==> src/rtl/seg_scan_arbiter.sv <==
// Two-requester, frame-aligned owner arbiter that drives a 4-digit multiplexed
// 7-segment display. A requester's data is shadowed only at a frame boundary.
module seg_scan_arbiter #(
    parameter int DIV_MAX = 49999,
    parameter int DIV_W   = 16
) (
    input  logic        clk,
    input  logic        rst_n,
    input  logic        req0,
    input  logic [15:0] data0,
    input  logic        req1,
    input  logic [15:0] data1,
    input  logic        blank_lz,
    output logic        grant0,
    output logic        grant1,
    output logic [6:0]  D,
    output logic [3:0]  An,
    output logic        frame_done
);

    typedef enum logic [1:0] {
        IDLE = 2'd0,
        OWN0 = 2'd1,
        OWN1 = 2'd2
    } state_t;

    logic [DIV_W-1:0] presc_reg;
    logic [1:0]       idx_reg;
    logic             tick;
    logic             frame_end;

    state_t           state_reg;
    state_t           state_next;
    logic [15:0]      shadow_reg;
    logic             last1_reg;      // 1 when the most recent grant went to requester 1
    logic             win0;
    logic             win1;

    logic             grant0_reg;
    logic             grant1_reg;
    logic             frame_done_reg;
    logic [3:0]       an_reg;
    logic [3:0]       an_next;
    logic [6:0]       d_reg;
    logic [6:0]       d_next;

    logic [3:0]       nib [4];
    logic [3:0]       blank_mask;

    assign tick      = (presc_reg == DIV_W'(DIV_MAX));
    assign frame_end = tick && (idx_reg == 2'd3);

    // Prescaler and digit index
    always_ff @(posedge clk or negedge rst_n) begin
        if (!rst_n) begin
            presc_reg <= '0;
            idx_reg   <= 2'd0;
        end else begin
            presc_reg <= tick ? '0 : presc_reg + DIV_W'(1);
            if (tick) begin
                idx_reg <= idx_reg + 2'd1;
            end
        end
    end

    // Owner FSM: state register
    always_ff @(posedge clk or negedge rst_n) begin
        if (!rst_n) begin
            state_reg <= IDLE;
        end else begin
            state_reg <= state_next;
        end
    end

    // Owner FSM: next-state logic, including the round-robin tie break
    always_comb begin
        win0       = 1'b0;
        win1       = 1'b0;
        state_next = state_reg;
        if (frame_end) begin
            if (req0 && req1) begin
                win0 = last1_reg;
                win1 = !last1_reg;
            end else begin
                win0 = req0;
                win1 = req1;
            end
        end
        if (win0) begin
            state_next = OWN0;
        end else if (win1) begin
            state_next = OWN1;
        end
    end

    // Shadow capture, grant bookkeeping and pulses
    always_ff @(posedge clk or negedge rst_n) begin
        if (!rst_n) begin
            shadow_reg     <= 16'h0000;
            last1_reg      <= 1'b1;
            grant0_reg     <= 1'b0;
            grant1_reg     <= 1'b0;
            frame_done_reg <= 1'b0;
        end else begin
            grant0_reg     <= win0;
            grant1_reg     <= win1;
            frame_done_reg <= frame_end;
            if (win0) begin
                shadow_reg <= data0;
                last1_reg  <= 1'b0;
            end else if (win1) begin
                shadow_reg <= data1;
                last1_reg  <= 1'b1;
            end
        end
    end

    // Per-digit nibble split and leading-zero blanking mask; digit 0 is never blanked
    assign blank_mask[0] = 1'b0;
    generate
        for (genvar gi = 0; gi < 4; gi++) begin : g_nib
            assign nib[gi] = shadow_reg[4*gi +: 4];
        end
        for (genvar gi = 1; gi < 4; gi++) begin : g_blank
            assign blank_mask[gi] = blank_lz & ~(|shadow_reg[15:4*gi]);
        end
    endgenerate

    function automatic logic [6:0] hex_to_seg(input logic [3:0] v);
        logic [6:0] seg;
        case (v)
            4'h0:    seg = 7'b1000000;
            4'h1:    seg = 7'b1111001;
            4'h2:    seg = 7'b0100100;
            4'h3:    seg = 7'b0110000;
            4'h4:    seg = 7'b0011001;
            4'h5:    seg = 7'b0010010;
            4'h6:    seg = 7'b0000010;
            4'h7:    seg = 7'b1111000;
            4'h8:    seg = 7'b0000000;
            4'h9:    seg = 7'b0010000;
            4'hA:    seg = 7'b0001000;
            4'hB:    seg = 7'b0000011;
            4'hC:    seg = 7'b1000110;
            4'hD:    seg = 7'b0100001;
            4'hE:    seg = 7'b0000110;
            default: seg = 7'b0001110;
        endcase
        return seg;
    endfunction

    // Owner FSM: output logic (display drive for the current digit slot)
    always_comb begin
        an_next = 4'b1111;
        d_next  = 7'b1111111;
        case (state_reg)
            OWN0, OWN1: begin
                if (!blank_mask[idx_reg]) begin
                    an_next = ~(4'b0001 << idx_reg);
                    d_next  = hex_to_seg(nib[idx_reg]);
                end
            end
            default: begin
                an_next = 4'b1111;
                d_next  = 7'b1111111;
            end
        endcase
    end

    always_ff @(posedge clk or negedge rst_n) begin
        if (!rst_n) begin
            an_reg <= 4'b1111;
            d_reg  <= 7'b1111111;
        end else begin
            an_reg <= an_next;
            d_reg  <= d_next;
        end
    end

    assign grant0     = grant0_reg;
    assign grant1     = grant1_reg;
    assign frame_done = frame_done_reg;
    assign An         = an_reg;
    assign D          = d_reg;

endmodule

==> config.mk <==
export PLATFORM = sky130hd
export DESIGN_NAME = seg_scan_arbiter
export DESIGN_NICKNAME = d
export VERILOG_FILES = /design/src/rtl/seg_scan_arbiter.sv
export SDC_FILE = /design/constraint.sdc
export NUM_CORES = 1
export LEC_CHECK = 0
export ABC_AREA = 1
export CAP_MARGIN = 15
export CORE_ASPECT_RATIO = 2
export CORE_MARGIN = 5
export CORE_UTILIZATION = 54
export DETAILED_ROUTE_END_ITERATION = 16
export PLACE_DENSITY = 0.8
export SLEW_MARGIN = 20
export SYNTH_ARGS = -nofsm -noshare
export SYNTH_HDL_FRONTEND = slang
export SYNTH_SLANG_ARGS = --single-unit
==> constraint.sdc <==
create_clock -name clk -period 2.1 [get_ports clk]
set_input_delay 0.315 -clock clk [delete_from_list [all_inputs] [get_ports clk]]
set_output_delay 0.315 -clock clk [all_outputs]
set_load 0.02 [all_outputs]
After elaboration in Yosys (flattened, before gate mapping)

Memories as Yosys holds them, arrays and structs flattened.
Cells that the tools add are included.

Add/sub/neg operators: 2
Order comparisons: 2
Equal/unequal tests: 4
Shift-type cells: 1
Multiplexer cells: 20
Bitwise gates (word level): 8
Reduce and logical (&&, ||, !) cells: 8

Operators by type and width:

| kind                  | number |
|---|---|
| $mux 16               | 3 |
| $add 16x1->16 const B | 1 |
| $eq 16x16->1 const B  | 1 |
| $mux 4                | 4 |
| $mux 7                | 2 |
| $reduce_or 12->1      | 1 |
| $bmux 4 s2            | 1 |
| $reduce_or 8->1       | 1 |
| $mux 1                | 7 |
| $eq 2x2->1 const B    | 2 |
| $mux 2                | 2 |
| $not 4->4             | 1 |
| $reduce_or 4->1       | 1 |
| $shl 1x2->4 const A   | 1 |
| $and 1x1->1           | 3 |
| $ge 3x3->1 const B    | 1 |
| $lt 2x3->1 const B    | 1 |
| $not 1->1             | 3 |
| $not 2->3             | 1 |
| $add 2x1->2 const B   | 1 |
| $bmux 1 s2            | 1 |
| $eq 2x1->1 const B    | 1 |
| $logic_and 1x1->1     | 2 |
| $reduce_bool 2->1     | 1 |
| 2 further kinds       | 2 |

Bits in registers: 51
Memory bits (read-only): 112
Input port bits: 37
Output and inout port bits: 14
Logic and storage cells: 56
Memories: 1

Memory list:

| memory          | words | width | read ports | clocked after memory_dff | write ports | line | RTL |
|---|---|---|---|---|---|---|---|
| (no name shown) | 16    | 7     | 1          | 0                        | 0           | 131  | `case (v)` |

Logic depth before layout (Yosys ltp)

Depth in word-level cells: 7
Mapped depth: 12
Depth with buffers taken out: 12

Least setup slack after synthesis

OpenSTA, ideal clock, no wires.

Path kind: register to register
Start point: register idx_reg[0]
End point: register d_reg[0] (netlist: D[0])
Library setup time: 0.080 ns
Arrival time: 1.507 ns
Required time: 2.020 ns
Slack: 0.513 ns
Cell stages (with the launch flop): 13
Buffers on the path: 1
Period minus slack after synthesis: 1.587 ns
Cell sequence: dfrtp_1 -> buf_4 -> a21oi_1 -> o21ai_0 -> nand2_1 -> inv_1 -> ha_1 -> inv_1 -> nand2_1 -> nand2_1 -> nand2_1 -> nand2_1 -> nand2_1

Cells in the longest elaborated chain, start to end: 7
Elaborated cells between the ends (all ways): 9
Classes of those cells: mux (7); bitwise (1); memory (1)

Ends and longest elaborated chain:

| what                                       | line | RTL |
|---|---|---|
| start, declared                            | 28   | `logic [1:0] idx_reg;` |
| start signal, assigned                     | 61   | `idx_reg <= idx_reg + 2'd1;` |
| $not 2->3 (not written as such)            | 160  | `d_next = hex_to_seg(nib[idx_reg]);` |
| $bmux 4 s2                                 | 160  |  |
| $mux 4 (not written as such) (2 in series) | 160  |  |
| $mem_v2 16x7                               | n/a  |  |
| $mux 7 (*)                                 | 158  | `if (!blank_mask[idx_reg]) begin` |
| $mux 7 (*)                                 | 156  | `case (state_reg)` |
| via d_next[0]                              | 45   | `logic [6:0] d_next;` |
| end signal, assigned                       | 176  | `d_reg <= d_next;` |
| end, declared                              | 44   | `logic [6:0] d_reg;` |

Mark *: on every way through the listed nets, which the timed path passes. The rest lies on a longest branch. The select of a mux whose other input is x is not followed.
A chain may end at the register's enable or synchronous reset.

Worst setup path after layout

Start point: register presc_reg[0]
End point: register shadow_reg[0]

Cells in the longest elaborated chain, start to end: 4
Elaborated cells between the ends (all ways): 6
Classes of those cells: eq/ne (1); mux (3); reduce/logical (2)

Ends and longest elaborated chain:

| what                                                | line | RTL |
|---|---|---|
| start, declared                                     | 27   | `logic [DIV_W-1:0] presc_reg;` |
| start signal, assigned                              | 59   | `presc_reg <= tick ? '0 : presc_reg + DIV_W'(1);` |
| $eq 16x16->1 (*)                                    | 50   | `assign tick = (presc_reg == DIV_W'(DIV_MAX));` |
| $logic_and 1x1->1 (*)                               | 51   | `assign frame_end = tick && (idx_reg == 2'd3);` |
| $mux 1                                              | 80   | `if (frame_end) begin` |
| $mux 16 / $reduce_bool 2->1 (equally long branches) | n/a  |  |
| end signal, assigned                                | 109  | `shadow_reg <= data0;` |
| end signal, assigned                                | 112  | `shadow_reg <= data1;` |
| end, declared                                       | 34   | `logic [15:0] shadow_reg;` |

Every way passes the cells marked *; elsewhere a longest branch is shown, timed or not.

==> summary.txt <==
Status
  – Outcome: complete, but fails checks
  – Violated checks: hold timing

Place
  – Instance count after placement with tap cells included: 520
  – Gpl congestion: 0.883
  – Input/output buffers: 50
  – Total cell area at the placement stage: 3700 µm²
  – Post-placement setup slack: 0.237 ns
  – Placed wire-length estimate after detailed placement: between 5 and 6 mm

Clock network
  – Clk_lat worst skew: 0.29 ns
  – CTS Buffer Depth: 2
  – CTS Hold Bufs: 0
  – Clock root buffer: clkbuf_16
  – Buffers inserted by post-CTS timing repair: 0
  – Sinks on the clock net: 51
  – Inserted Clock Buffers: 5
  – CTS clk-pin slew, worst paths: 0.07 ns
  – Number of levels the H-tree was split into: 2
  – Post-cts resize count: 0
  – Clock tree from TritonCTS: done

Synthesis
  – Area contributors post-synth: dfrtp_1 (31%), nand2_1 (13%), dfstp_2 (9.9%)
  – Seq/Total Area, Yosys: 0.405
  – Cell with the most instances after synthesis: nand2_1
  – Summed instance area of the synthesized netlist: about 3200 µm²
  – Ys flop type: dfrtp_1
  – Top post-synthesis cells by count: nand2_1 (108), inv_1 (68), nand3_1 (43)
  – Number of synthesized flops with an enable pin: 0
  – Post-Syn Instances: 415
  – Net count after synthesis: 463
  – Syn. warnings: 0
  – Syn Area/Cell: 7.69 µm²
  – Top cell type's share of synthesized area: 0.306
  – Share of synthesized registers carrying an async set or reset: 1.00
  – Number of different library cells in the post-synthesis netlist: 37
  – Total of flip-flops plus latches after synthesis: 51
  – Largest area contributor in the synthesized netlist: dfrtp_1

Power
  – Share of total power in the clock network: 0.417
  – Total power of the final layout: 1.89 mW
  – Gate power share: 0.062
  – Total leakage power: 2.02 nW
  – Power density of the placed cells: 492 nW/µm²
  – IR drop worst, VDD: 0.426 mV
  – Reg power frac: 0.520
  – Internal power of the cells: 1.49 mW
  – Switching pwr: roughly 400 µW
  – Sw Share: 0.211

Die
  – Overall die width: 64.4 µm
  – CORE AREA: around 5800 µm²
  – Area enclosed by the die boundary: 7640 µm²
  – Number of cell rows: 39
  – Die Y-Extent: 119 µm
  – Number of ports placed on the die boundary: roughly 50
  – Starting density of the core: 0.554

STA
  – Hold slack final: -0.0192 ns
  – Setup total negative slack: 0 ns
  – Number of hold violations in the final report: 11
  – Least-Margin Pin Slew: 0.528 ns
  – Time the final worst path needs with I/O delays and setup: 1.83 ns
  – Final-report max-slew violation count: 0
  – Share of the clock period used by the worst path after layout: 0.871
  – Final setup viols: 0
  – Clock skew after layout: 0.00634 ns
  – Highest clock frequency the design can meet: 0.546 GHz
  – Max-Slew Margin vs Limit: 0.647
  – Crit path setup slack, layout: 0.270 ns
  – RSZ-0062 raised after global routing: false

Drt
  – 1st-pass router iterations: 4
  – Aggregate routed wire length: 6.82 mm
  – Antenna-violating nets left: 0
  – Vias: 2780
  – Starting DRC count in detailed routing: 106
  – WL/cell: 12.9 µm
  – DRC violations left: 0
  – Detail-routed via count per cell: 5.27

Job
  – Reported max-cap violation count: 0

Setup path
  – Launching element type of the critical path: register
  – Kind of end point of the critical path: register
  – Biggest fanout along the worst timing path: 21
  – Setup CP Type: register to register
  – R2r setup slk: ~0.27 ns
  – Data arrival time of the worst path: 2.01 ns
  – Critical path data required time: 2.28 ns

Layout
  – Number of standard cells in the final layout excluding fillers: 528
  – Final nets: 514
  – Utilization of the core after routing: 0.667
  – Area grow syn2layout: 20.4%
  – Ratio of cells with drive above 1 in the final layout: 0.135
  – Inserted Diodes: 0
  – Post-route cell area: 3840 µm²

GRT
  – Antenna violations before repair: 0
  – Number of global-route vias before repair: around 2800
  – Pin count of the biggest net entering global routing: 30
  – Aggregate global routing overflow: 0
  – Total global-route track usage: 0.190
  – First-pass GRT wire length: 11.7 mm

Hold path
  – Path type of the worst min-delay path: input pin to async pin
[per-layer routing]
layer | global-route usage | wire [µm]
met3 | 0.0294 | 266
met5 | 0 | 0
met4 | 0.113 | 288
met2 | 0.363 | 3850
met1 | 0.182 | 2410
[power by group through the flow]
| stage | Sequential [mW] | Combinational, mW | Clock, mW |
|---|---|---|---|
| 2_1_floorplan | 1.00 | 0.0259 | 0 |
| 3_3_place_gp | 1.00 | 0.119 | 0 |
| 3_5_place_dp | 1.00 | 0.121 | 0 |
| 4_1_cts | 0.983 | 0.121 | 0.802 |
| 5_1_grt | 0.983 | 0.131 | 0.841 |
| 6_report | 0.983 | 0.118 | 0.788 |
[layout by cell type, fill, tap and decap left out, types with 3 or more instances in the layout]
| cell type | synthesis | routed |
|---|---|---|
| clkinv_2 | 0 | 3 |
| nor3_1 | 3 | 3 |
| o21ai_0 | 12 | 12 |
| nand3_1 | 43 | 43 |
| dfstp_2 | 12 | 12 |
| clkbuf_16 | 0 | 5 |
| clkdlybuf4s50_1 | 0 | 49 |
| inv_2 | 7 | 7 |
| nor2_1 | 36 | 36 |
| nand4_1 | 17 | 17 |
| dfrtp_1 | 39 | 38 |
| ha_1 | 11 | 11 |
| inv_1 | 68 | 68 |
| nand2_2 | 5 | 5 |
| nand3_2 | 10 | 10 |
| a21oi_1 | 4 | 4 |
| nor2_4 | 5 | 5 |
| buf_4 | 1 | 5 |
| xor2_1 | 4 | 4 |
| nand2_1 | 108 | 108 |
[critical path, stage by stage, from the launching register on]
cell and delay (ns):
dfrtp_1 0.37, ha_1 0.25, nand3_4 0.14, clkinv_1 0.07, nand2_1 0.08, nor2_4 0.45, nand4_1 0.15, nand3_1 0.14
nand2_1 0.07
[worst paths after layout]
check / startpoint / depth (start not counted) / endpoint
worst min register to register: presc_reg[0] / 1 / presc_reg[0]
max in group asynchronous: rst_n / 2 / last1_reg
worst max-delay path: presc_reg[0] / 8 / shadow_reg[0]
min in group clk: presc_reg[0] / 1 / presc_reg[0]
worst min-delay path: rst_n / 1 / presc_reg[11]
worst max register to register: presc_reg[0] / 8 / shadow_reg[0]
[area by class of cell]
| class | count | area, µm² |
|---|---|---|
| timing repair buffer | 56 | 553 |
| sequential | 51 | 1290 |
| tap | 61 | 76.3 |
| clock buffer | 5 | 125 |
| clock inverter | 3 | 15.0 |
| inverter | 76 | 285 |
| multi-input combinational | 276 | 1490 |
| fill | 510 | 1920 |
[cells by family after synthesis]
group	share of synthesized area
and+or+nand+nor	0.363
buffers and inverters	0.127
DFF	0.405
AOI/OAI and AO/OA	0.0486
adders and majority gates	0.0431
xor gates and xnor gates	0.0137
No activity file was read; power rests on OpenSTA's default activity.
